--- src/rtl/vga_render_pkg.sv ---
// -----------------------------------------------------------------------------
// vga_render_pkg
//   Shared types and constants for the VGA circle overlay renderer.
//   COORD_W / PIXEL_W size every coordinate and colour field in the design.
//   Colours are RRRGGGBB.
//   circle_cfg_t is the per-slot record held in both the shadow and the active
//   bank.
//   Optional feature macro: CIRCLE_OUTLINE_EN adds the ring band (lo/hi) and the
//   outline flag to the record.
// -----------------------------------------------------------------------------
package vga_render_pkg;

  localparam int COORD_W = 11;
  localparam int PIXEL_W = 8;

  localparam logic [PIXEL_W-1:0] BLACK  = 8'h00;
  localparam logic [PIXEL_W-1:0] RED    = 8'hE0;
  localparam logic [PIXEL_W-1:0] GREEN  = 8'h1C;
  localparam logic [PIXEL_W-1:0] BLUE   = 8'h03;
  localparam logic [PIXEL_W-1:0] YELLOW = 8'hFC;
  localparam logic [PIXEL_W-1:0] WHITE  = 8'hFF;

  typedef enum logic {
    IDLE,
    CALC
  } cfgState_t;

  typedef struct packed {
    logic [COORD_W-1:0]   cx;
    logic [COORD_W-1:0]   cy;
    logic [2*COORD_W-1:0] rsq;
`ifdef CIRCLE_OUTLINE_EN
    logic [2*COORD_W:0]   lo;
    logic [2*COORD_W:0]   hi;
    logic                 outline;
`endif
    logic [PIXEL_W-1:0]   colour;
    logic                 en;
  } circle_cfg_t;

endpackage

--- src/rtl/circle_hit_unit.sv ---
// -----------------------------------------------------------------------------
// circle_hit_unit
//   Three-stage distance test of the current pixel against one circle slot.
//   The slot settings are captured together with dx/dy in S1 and carried down
//   the pipe, so the test always uses the bank that was active at S1 time.
//   Ports:
//     clk, resetn     pixel clock, synchronous active-low reset
//     hcount, vcount  pixel position
//     cfg             active-bank settings of this slot
//     hit             combinational S3 result (registered by the top level)
//     colour          slot colour aligned with hit
//   Optional feature macro: CIRCLE_OUTLINE_EN (ring mode using lo/hi).
// -----------------------------------------------------------------------------
module circle_hit_unit
  import vga_render_pkg::*;
(
  input  logic               clk,
  input  logic               resetn,
  input  logic [COORD_W-1:0] hcount,
  input  logic [COORD_W-1:0] vcount,
  input  circle_cfg_t        cfg,
  output logic               hit,
  output logic [PIXEL_W-1:0] colour
);

  logic signed [COORD_W:0] dx, dy;
  logic [2*COORD_W:0]      sqX, sqY, d2;
  logic [2*COORD_W-1:0]    s1Rsq, s2Rsq;
  logic [PIXEL_W-1:0]      s1Colour, s2Colour;
  logic                    s1En, s2En;
`ifdef CIRCLE_OUTLINE_EN
  logic [2*COORD_W:0]      s1Lo, s1Hi, s2Lo, s2Hi;
  logic                    s1Outline, s2Outline;
`endif

  // |dx| <= 2047, so each square fits in 22 bits and the sum in 23 bits.
  assign sqX = (2*COORD_W+1)'(dx * dx);
  assign sqY = (2*COORD_W+1)'(dy * dy);

  always_ff @(posedge clk) begin
    if (!resetn) begin
      dx       <= '0;
      dy       <= '0;
      d2       <= '0;
      s1Rsq    <= '0;
      s2Rsq    <= '0;
      s1Colour <= '0;
      s2Colour <= '0;
      s1En     <= 1'b0;
      s2En     <= 1'b0;
`ifdef CIRCLE_OUTLINE_EN
      s1Lo      <= '0;
      s1Hi      <= '0;
      s2Lo      <= '0;
      s2Hi      <= '0;
      s1Outline <= 1'b0;
      s2Outline <= 1'b0;
`endif
    end else begin
      dx       <= $signed({1'b0, hcount}) - $signed({1'b0, cfg.cx});
      dy       <= $signed({1'b0, vcount}) - $signed({1'b0, cfg.cy});
      s1Rsq    <= cfg.rsq;
      s1Colour <= cfg.colour;
      s1En     <= cfg.en;
      d2       <= sqX + sqY;
      s2Rsq    <= s1Rsq;
      s2Colour <= s1Colour;
      s2En     <= s1En;
`ifdef CIRCLE_OUTLINE_EN
      s1Lo      <= cfg.lo;
      s1Hi      <= cfg.hi;
      s1Outline <= cfg.outline;
      s2Lo      <= s1Lo;
      s2Hi      <= s1Hi;
      s2Outline <= s1Outline;
`endif
    end
  end

  always_comb begin
    hit = 1'b0;
`ifdef CIRCLE_OUTLINE_EN
    if (s2Outline) hit = s2En && (d2 >= s2Lo) && (d2 <= s2Hi);
    else           hit = s2En && (d2 <= {1'b0, s2Rsq});
`else
    hit = s2En && (d2 <= {1'b0, s2Rsq});
`endif
  end

  assign colour = s2Colour;

endmodule

--- src/rtl/circle_renderer.sv ---
// -----------------------------------------------------------------------------
// circle_renderer
//   Multi-circle overlay renderer. Circles are written into a shadow bank via a
//   two-state config FSM (one write per two cycles) and copied to the active
//   bank on frame_start, so a frame never mixes old and new settings.
//   Pixel output latency is 3 clocks, one pixel per clock.
//   Ports:
//     clk, resetn          pixel clock, synchronous active-low reset
//     hcount/vcount/blank  VGA timing inputs
//     frame_start          one-cycle pulse at start of frame (commit point)
//     cfg_*                config write channel (valid/ready handshake)
//     cfg_outline          ring mode select (only with CIRCLE_OUTLINE_EN)
//     pixel, blank_out     rendered pixel and aligned blank
//     commit_done          pulse the cycle after a shadow->active copy
//   Optional feature macro: CIRCLE_OUTLINE_EN.
//   COORD_W and PIXEL_W come from vga_render_pkg.
// -----------------------------------------------------------------------------
module circle_renderer
  import vga_render_pkg::*;
#(
  parameter int                 NUM_CIRCLES = 4,
  parameter int                 TOL_SHIFT   = 7,
  parameter logic [PIXEL_W-1:0] BG_COLOUR   = BLACK,
  parameter int                 IDX_W       = (NUM_CIRCLES > 1) ? $clog2(NUM_CIRCLES) : 1
)(
  input  logic               clk,
  input  logic               resetn,
  input  logic [COORD_W-1:0] hcount,
  input  logic [COORD_W-1:0] vcount,
  input  logic               blank,
  input  logic               frame_start,
  input  logic               cfg_valid,
  output logic               cfg_ready,
  input  logic [IDX_W-1:0]   cfg_idx,
  input  logic [COORD_W-1:0] cfg_cx,
  input  logic [COORD_W-1:0] cfg_cy,
  input  logic [COORD_W-1:0] cfg_rad,
  input  logic [PIXEL_W-1:0] cfg_colour,
  input  logic               cfg_en,
`ifdef CIRCLE_OUTLINE_EN
  input  logic               cfg_outline,
`endif
  output logic [PIXEL_W-1:0] pixel,
  output logic               blank_out,
  output logic               commit_done
);

  cfgState_t            state, stateNext;
  logic [IDX_W-1:0]     latIdx;
  logic [COORD_W-1:0]   latCx, latCy, latRad;
  logic [PIXEL_W-1:0]   latColour;
  logic                 latEn;
`ifdef CIRCLE_OUTLINE_EN
  logic                 latOutline;
  logic [2*COORD_W-1:0] calcTol;
`endif
  logic [2*COORD_W-1:0] calcRsq;
  logic                 idxValid;
  circle_cfg_t          newCfg;
  circle_cfg_t          shadowBank [NUM_CIRCLES];
  circle_cfg_t          activeBank [NUM_CIRCLES];
  logic                 pending;
  logic                 commitPulse;
  logic                 hitVec     [NUM_CIRCLES];
  logic [PIXEL_W-1:0]   hitColour  [NUM_CIRCLES];
  logic [PIXEL_W-1:0]   winColour;
  logic                 blankD1, blankD2;

  always_ff @(posedge clk) begin
    if (!resetn) state <= IDLE;
    else         state <= stateNext;
  end

  always_comb begin
    stateNext = state;
    cfg_ready = 1'b0;
    case (state)
      IDLE: begin
        cfg_ready = 1'b1;
        if (cfg_valid) stateNext = CALC;
      end
      CALC:    stateNext = IDLE;
      default: stateNext = IDLE;
    endcase
  end

  always_ff @(posedge clk) begin
    if (!resetn) begin
      latIdx    <= '0;
      latCx     <= '0;
      latCy     <= '0;
      latRad    <= '0;
      latColour <= '0;
      latEn     <= 1'b0;
`ifdef CIRCLE_OUTLINE_EN
      latOutline <= 1'b0;
`endif
    end else if (state == IDLE && cfg_valid) begin
      latIdx    <= cfg_idx;
      latCx     <= cfg_cx;
      latCy     <= cfg_cy;
      latRad    <= cfg_rad;
      latColour <= cfg_colour;
      latEn     <= cfg_en;
`ifdef CIRCLE_OUTLINE_EN
      latOutline <= cfg_outline;
`endif
    end
  end

  // Slot record computed during CALC from the latched request.
  assign calcRsq  = latRad * latRad;
  assign idxValid = int'(latIdx) < NUM_CIRCLES;

  always_comb begin
    newCfg        = '0;
    newCfg.cx     = latCx;
    newCfg.cy     = latCy;
    newCfg.rsq    = calcRsq;
    newCfg.colour = latColour;
    newCfg.en     = latEn;
`ifdef CIRCLE_OUTLINE_EN
    calcTol        = calcRsq >> TOL_SHIFT;
    newCfg.lo      = {1'b0, calcRsq} - {1'b0, calcTol};
    newCfg.hi      = {1'b0, calcRsq} + {1'b0, calcTol};
    newCfg.outline = latOutline;
`endif
  end

  // The commit copies the shadow contents from before this edge; a CALC write
  // on the same edge therefore lands in shadow only and re-arms pending.
  always_ff @(posedge clk) begin
    if (!resetn) begin
      for (int i = 0; i < NUM_CIRCLES; i++) begin
        shadowBank[i] <= '0;
        activeBank[i] <= '0;
      end
      pending     <= 1'b0;
      commitPulse <= 1'b0;
    end else begin
      commitPulse <= frame_start && pending;
      if (frame_start && pending) begin
        for (int i = 0; i < NUM_CIRCLES; i++) activeBank[i] <= shadowBank[i];
        pending <= 1'b0;
      end
      if (state == CALC && idxValid) begin
        for (int i = 0; i < NUM_CIRCLES; i++) begin
          if (int'(latIdx) == i) shadowBank[i] <= newCfg;
        end
        pending <= 1'b1;
      end
    end
  end

  assign commit_done = commitPulse;

  for (genvar g = 0; g < NUM_CIRCLES; g++) begin : gHit
    circle_hit_unit uHit (
      .clk    (clk),
      .resetn (resetn),
      .hcount (hcount),
      .vcount (vcount),
      .cfg    (activeBank[g]),
      .hit    (hitVec[g]),
      .colour (hitColour[g])
    );
  end

  // Scan from the top slot down so the lowest hitting index wins.
  always_comb begin
    winColour = BG_COLOUR;
    for (int i = NUM_CIRCLES - 1; i >= 0; i--) begin
      if (hitVec[i]) winColour = hitColour[i];
    end
  end

  always_ff @(posedge clk) begin
    if (!resetn) begin
      blankD1   <= 1'b1;
      blankD2   <= 1'b1;
      blank_out <= 1'b1;
      pixel     <= BG_COLOUR;
    end else begin
      blankD1   <= blank;
      blankD2   <= blankD1;
      blank_out <= blankD2;
      pixel     <= blankD2 ? BG_COLOUR : winColour;
    end
  end

endmodule

--- config.mk ---
export PLATFORM = sky130hd
export DESIGN_NAME = circle_renderer
export DESIGN_NICKNAME = d
export VERILOG_FILES = /design/src/rtl/vga_render_pkg.sv /design/src/rtl/circle_hit_unit.sv /design/src/rtl/circle_renderer.sv
export SDC_FILE = /design/constraint.sdc
export NUM_CORES = 2
export LEC_CHECK = 0
export CORE_ASPECT_RATIO = 0.5
export CORE_MARGIN = 1.5
export CORE_UTILIZATION = 61
export DETAILED_ROUTE_END_ITERATION = 6
export PLACE_DENSITY = 0.78
export SETUP_SLACK_MARGIN = 0.2
export SLEW_MARGIN = 0
export SYNTH_ARGS = -nofsm -noshare
export SYNTH_HDL_FRONTEND = slang
export SYNTH_HIERARCHICAL = 1
export SYNTH_SLANG_ARGS = --single-unit
--- constraint.sdc ---
create_clock -name clk -period 8 [get_ports clk]
set_input_delay 1.6 -clock clk [delete_from_list [all_inputs] [get_ports clk]]
set_output_delay 1.6 -clock clk [all_outputs]
set_load 0.02 [all_outputs]
## Word-level counts from Yosys, hierarchy flattened

Memories as Yosys holds them, arrays and structs flattened.
Cells that the tools add are included.

- Memory bits (writable): 424
- Output and inout port bits: 11
- Memories kept: 2
- Register bits after elaboration: 494

Memory list:

| memory | depth | width | read ports | clocked after Yosys merged registers in | wr ports | line | text |
|---|---|---|---|---|---|---|---|
| activeBank | 4 | 53 | 4 | 0 | 4 | circle_renderer.sv:61 | `circle_cfg_t activeBank [NUM_CIRCLES];` |
| shadowBank | 4 | 53 | 4 | 0 | 4 | circle_renderer.sv:60 | `circle_cfg_t shadowBank [NUM_CIRCLES];` |

- Bitwise gates (word level): 10
- Multiplexer cells: 37
- Order comparisons: 4
- $mul: 9
- Equality and inequality tests: 3
- $add $sub $neg: 12
- Reductions and logical operators: 9

Operators by type and width:

| operator | count |
|---|---|
| $mux 53 | 8 |
| $mul 12x12->23 | 8 |
| $sub 11x11->12 | 8 |
| $add 23x23->23 | 4 |
| $le 23x22->1 | 4 |
| $mux 8 | 4 |
| $mux 1 | 24 |
| $mul 11x11->22 | 1 |
| $or 1x1->1 | 8 |
| $logic_and 1x1->1 | 6 |
| $eq 2x2->1 const B | 2 |
| $eq 2x1->1 const B | 1 |
| $logic_not 2->1 | 1 |
| $not 1->1 | 2 |
| $pmux 1 s2 | 1 |
| $reduce_bool 2->1 | 1 |
| $reduce_or 2->1 | 1 |

## Logic depth before layout (Yosys ltp)

- Depth in word-level cells: 6
- Depth in mapped cells: 26
- Gate-level depth less buffers: 25

## By module

Netlist, hierarchy kept.

By module, submodules not included:

| module | instances | sequential area each (µm²) | area an instance (µm²) | cells each |
|---|---|---|---|---|
| circle_hit_unit at gHit[1].uHit ... | 2 | 2,182.1 | 13,721.9 | 1,443 |
| circle_renderer | 1 | 13,653.1 | 21,453.1 | 1,655 |
| circle_hit_unit at gHit[0].uHit | 1 | 2,182.1 | 13,865.8 | 1,432 |
| circle_hit_unit at gHit[3].uHit | 1 | 2,182.1 | 13,689.4 | 1,427 |

## Worst setup path before layout

No wires, ideal clock.

- Path kind: input port to flip-flop
- From: in resetn
- To: mem activeBank[0][0] (netlist name), enable pin
- Stages on the path: 4
- Slack: 723 ps
- Buffers on the path: 3
- Arrival: 5,638 ps
- Cell sequence: buf_2 > clkbuf_1 > clkbuf_1 > nand2_1

RTL lines:

| element | line | text |
|---|---|---|
| from (decl) | circle_renderer.sv:27 | `input logic resetn,` |
| to (decl) | circle_renderer.sv:61 |  |

## Worst setup path in the final report

- From: reg gHit[0].uHit.dx[11]
- To: reg gHit[0].uHit.d2[22]

- Cells in the longest elaborated chain, start to end: 2

RTL lines:

| element | line | text |
|---|---|---|
| from (decl) | circle_hit_unit.sv:26 | `logic signed [COORD_W:0] dx, dy;` |
| from (signal assigned) | circle_hit_unit.sv:60 | `dx <= $signed({1'b0, hcount}) - $signed({1'b0, cfg.cx});` |
| $mul 12x12->23 | circle_hit_unit.sv:37 | `assign sqX = (2*COORD_W+1)'(dx * dx);` |
| $add 23x23->23 | circle_hit_unit.sv:65 | `d2 <= sqX + sqY;` |
| to (signal assigned) | circle_hit_unit.sv:65 |  |
| to (decl) | circle_hit_unit.sv:27 | `logic [2*COORD_W:0] sqX, sqY, d2;` |

Every way passes these cells.
A chain may end at the register's enable or synchronous reset.

==> out/results.ini <==
[run_status]
status=finished clean

[die]
die_area_um2=128000
core-area_um2=124000
die_h_um=253
ios=82
start_util=0.618
die_w_um=504
num_rows=91

[clocking]
numClockSinks=910
cts_setup_buffers=0
cts_buffers=83
cts_buffer_depth=3
cts.clk_slew.worst_paths_ps=70
h-tree-depth=3
insertion_delay_ps=680
root_buffer=clkbuf_16
postCtsHoldBufs=0
cts_tree=built
post_cts_resized=0

[critical_path]
startpoint_type=flip-flop
setup.worst_path.class=reg -> reg
crit_start=gHit[0].uHit/dx[11]
arrival_ps=7730
r2r_start=gHit[0].uHit/dx[11]
worstSetupEndpointType=flip-flop
crit_required_ps=8570
path_max_fanout=23
reg2reg_slack_ps=840

[sta]
rsz0062_at_grt=no
skew_ps=22.4
fin_tns_setup_ps=0
slew_violations=0
period_share=0.895
final-hold-violation-count=0
post-route-min-period_ps=7160
setup_violations=0
fmax_ghz=0.140
worst_pin_slew_ps=1200
relSlewSlack=0.201

[global_route]
gr-usage-met1=0.402
grt_pass1_vias=49800
gr-total-overflow=0
grt_util_met2=0.420
grt_most_used_layer=met2
grt_use_total=0.277
grt_pass1_wl_mm=271
antenna_found_initial=10
grt_max_degree=138
met3_usage=0.0595

[synth]
syn_inst=7400
ys_seq_elements=910
yosys_most_used_dff=dfxtp_1
synth_commonest_cells=inv_1 (1664), fa_1 (1138), and2_1 (881)
ys_top_cells_by_area=fa_1 (30%), edfxtp_1 (16%), dfxtp_1 (13%)
yosysMostFrequentCell=inv_1
ys_types=84
synth_top_cell_area_share=0.298
postSynth.asyncResetShare=0
synth_edf_count=416
yosysTopAreaCell=fa_1
synth_area_per_cell_um2=10.3
synth_seq_area_share=0.293
syn-cell-area_um2=76500
ys_warn_count=6

[power_and_ir_drop]
peakVddDrop_mv=0.757
power_w=0.0341
combPwrFrac=0.710
pwr-share-clk=0.120
power.density_nw_per_um2=418
netSwitchingPower_w=0.0163
p_int_w=0.0179
p_leak_nw=38.5
p_sw_frac=0.477
p_seq_frac=0.170

[route]
routedWlPerCell_um=18.5
drtIter0Drc=3904
antenna_left=0
route.detailed.drc=0
finalWirelength_mm=168
post_drt_via_cell_ratio=5.31
via_count=48400
dr.pass1.iters=5

[worst_hold_path]
worstHoldStart=gHit[3].uHit/s1Colour[6]
hold_path.class=reg -> reg

[placement]
routabilityCongestion=0.937
port_buffers=81
placed_area_um2=78800
hpwl_mm=134

[cells_and_area]
drive_gt1_frac=0.0293
utilization=0.659
syn_to_final_growth_pct=6.73
final_nets=9169
fin_area_um2=81600

[flow_run]
max_cap_viol_count=0

metrics by stage:
stage	hold slack [ps]	worst slack, ps	std cells
2_1_floorplan	386	723	7403
3_3_place_gp	390	1010	8952
3_5_place_dp	397	881	8952
4_1_cts	414	893	9108
5_1_grt	429	522	9108
6_report	414	843	9111
logic make-up (layout without fill, tap and decap cells):
group                      after synthesis  count (layout)  share of synthesized area
DFF                                    910             910                      0.293
muxes                                   17              17                    0.00224
buffers and inverters                 1907            1938                     0.0937
AOI/OAI and AO/OA                      563             563                     0.0490
and+or+nand+nor                       2055            2055                      0.142
adders and majority gates             1735            1735                      0.396
xor gates and xnor gates               212             212                     0.0243
other                                    1               7                  0.0000491
cell type report:
class,instances,area (µm²)
Clock inverter,36,375
Fill cell,9389,42200
Inverter,1666,6250
Antenna cell,3,7.51
Timing Repair Buffer,116,1090
Tap cell,1674,2090
Multi-Input combinational cell,4586,47000
Clock buffer,120,2410
Sequential cell,910,22400
per-layer routing:
metal  vias up  routed length (µm)
li1      22500                   -
met3       276               14200
met1     24100               74800
met5         -                  26
met2      1538               74400
met4         4                5060
registers in the layout, indices dropped and copies added (netlist names), 32 cells and up:
| signal | count |
|---|---|
| gHit.uHit/s1Colour | 32 |
| gHit.uHit/dx | 48 |
| shadowBank | 208 |
| gHit.uHit/s2Rsq | 88 |
| gHit.uHit/dy | 48 |
| activeBank | 208 |
| gHit.uHit/s1Rsq | 88 |
| gHit.uHit/d2 | 92 |
| gHit.uHit/colour | 32 |
worst max-delay path, cell delays in order, from the launching register on:
cell,delay [ps]
dfxtp_1,840
and2_1,360
fa_1,610
fa_1,590
inv_1,50
fa_1,450
fa_1,520
inv_1,50
fa_1,470
fa_1,550
inv_1,60
fa_1,570
inv_1,50
ha_1,360
a21oi_1,250
o21bai_1,140
a31o_1,260
a211o_1,300
a221o_1,310
xnor2_1,120
and2_1,160
cells in the final DEF (no fill, tap or decap), drive strengths merged, types with 16 or more instances in the layout:
| cell type | instances |
|---|---|
| xor2 | 59 |
| nor2b | 107 |
| a21o | 45 |
| a21boi | 59 |
| o21ai | 127 |
| nor3b | 21 |
| clkbuf | 120 |
| nor2 | 269 |
| nor3 | 92 |
| a21oi | 138 |
| nand4 | 29 |
| nand2 | 505 |
| nand2b | 46 |
| o211ai | 20 |
| clkdlybuf4s50 | 80 |
| edfxtp | 416 |
| inv | 1675 |
| fa | 1138 |
| o21a | 52 |
| and2 | 881 |
| xnor2 | 153 |
| a211oi | 19 |
| ha | 597 |
| buf | 36 |
| clkinv | 19 |
| mux2i | 16 |
| dfxtp | 494 |
| nand3 | 37 |
final timing paths:
check | endpoint | cells past startpoint
max | gHit[0].uHit/d2[22] | 20
min | gHit[3].uHit/colour[6] | 1
max reg2reg | gHit[0].uHit/d2[22] | 20
min reg2reg | gHit[3].uHit/colour[6] | 1
power groups by stage:
stage / Sequential (W) / Combinational, W / Clock [W]
5_1_grt: 0.00583 / 0.0275 / 0.00434
6_report: 0.00580 / 0.0242 / 0.00411
2_1_floorplan: 0.00562 / 0.0179 / 0
4_1_cts: 0.00578 / 0.0242 / 0.00416
3_5_place_dp: 0.00588 / 0.0237 / 0
3_3_place_gp: 0.00588 / 0.0236 / 0
No activity file was read; power rests on OpenSTA's default activity.
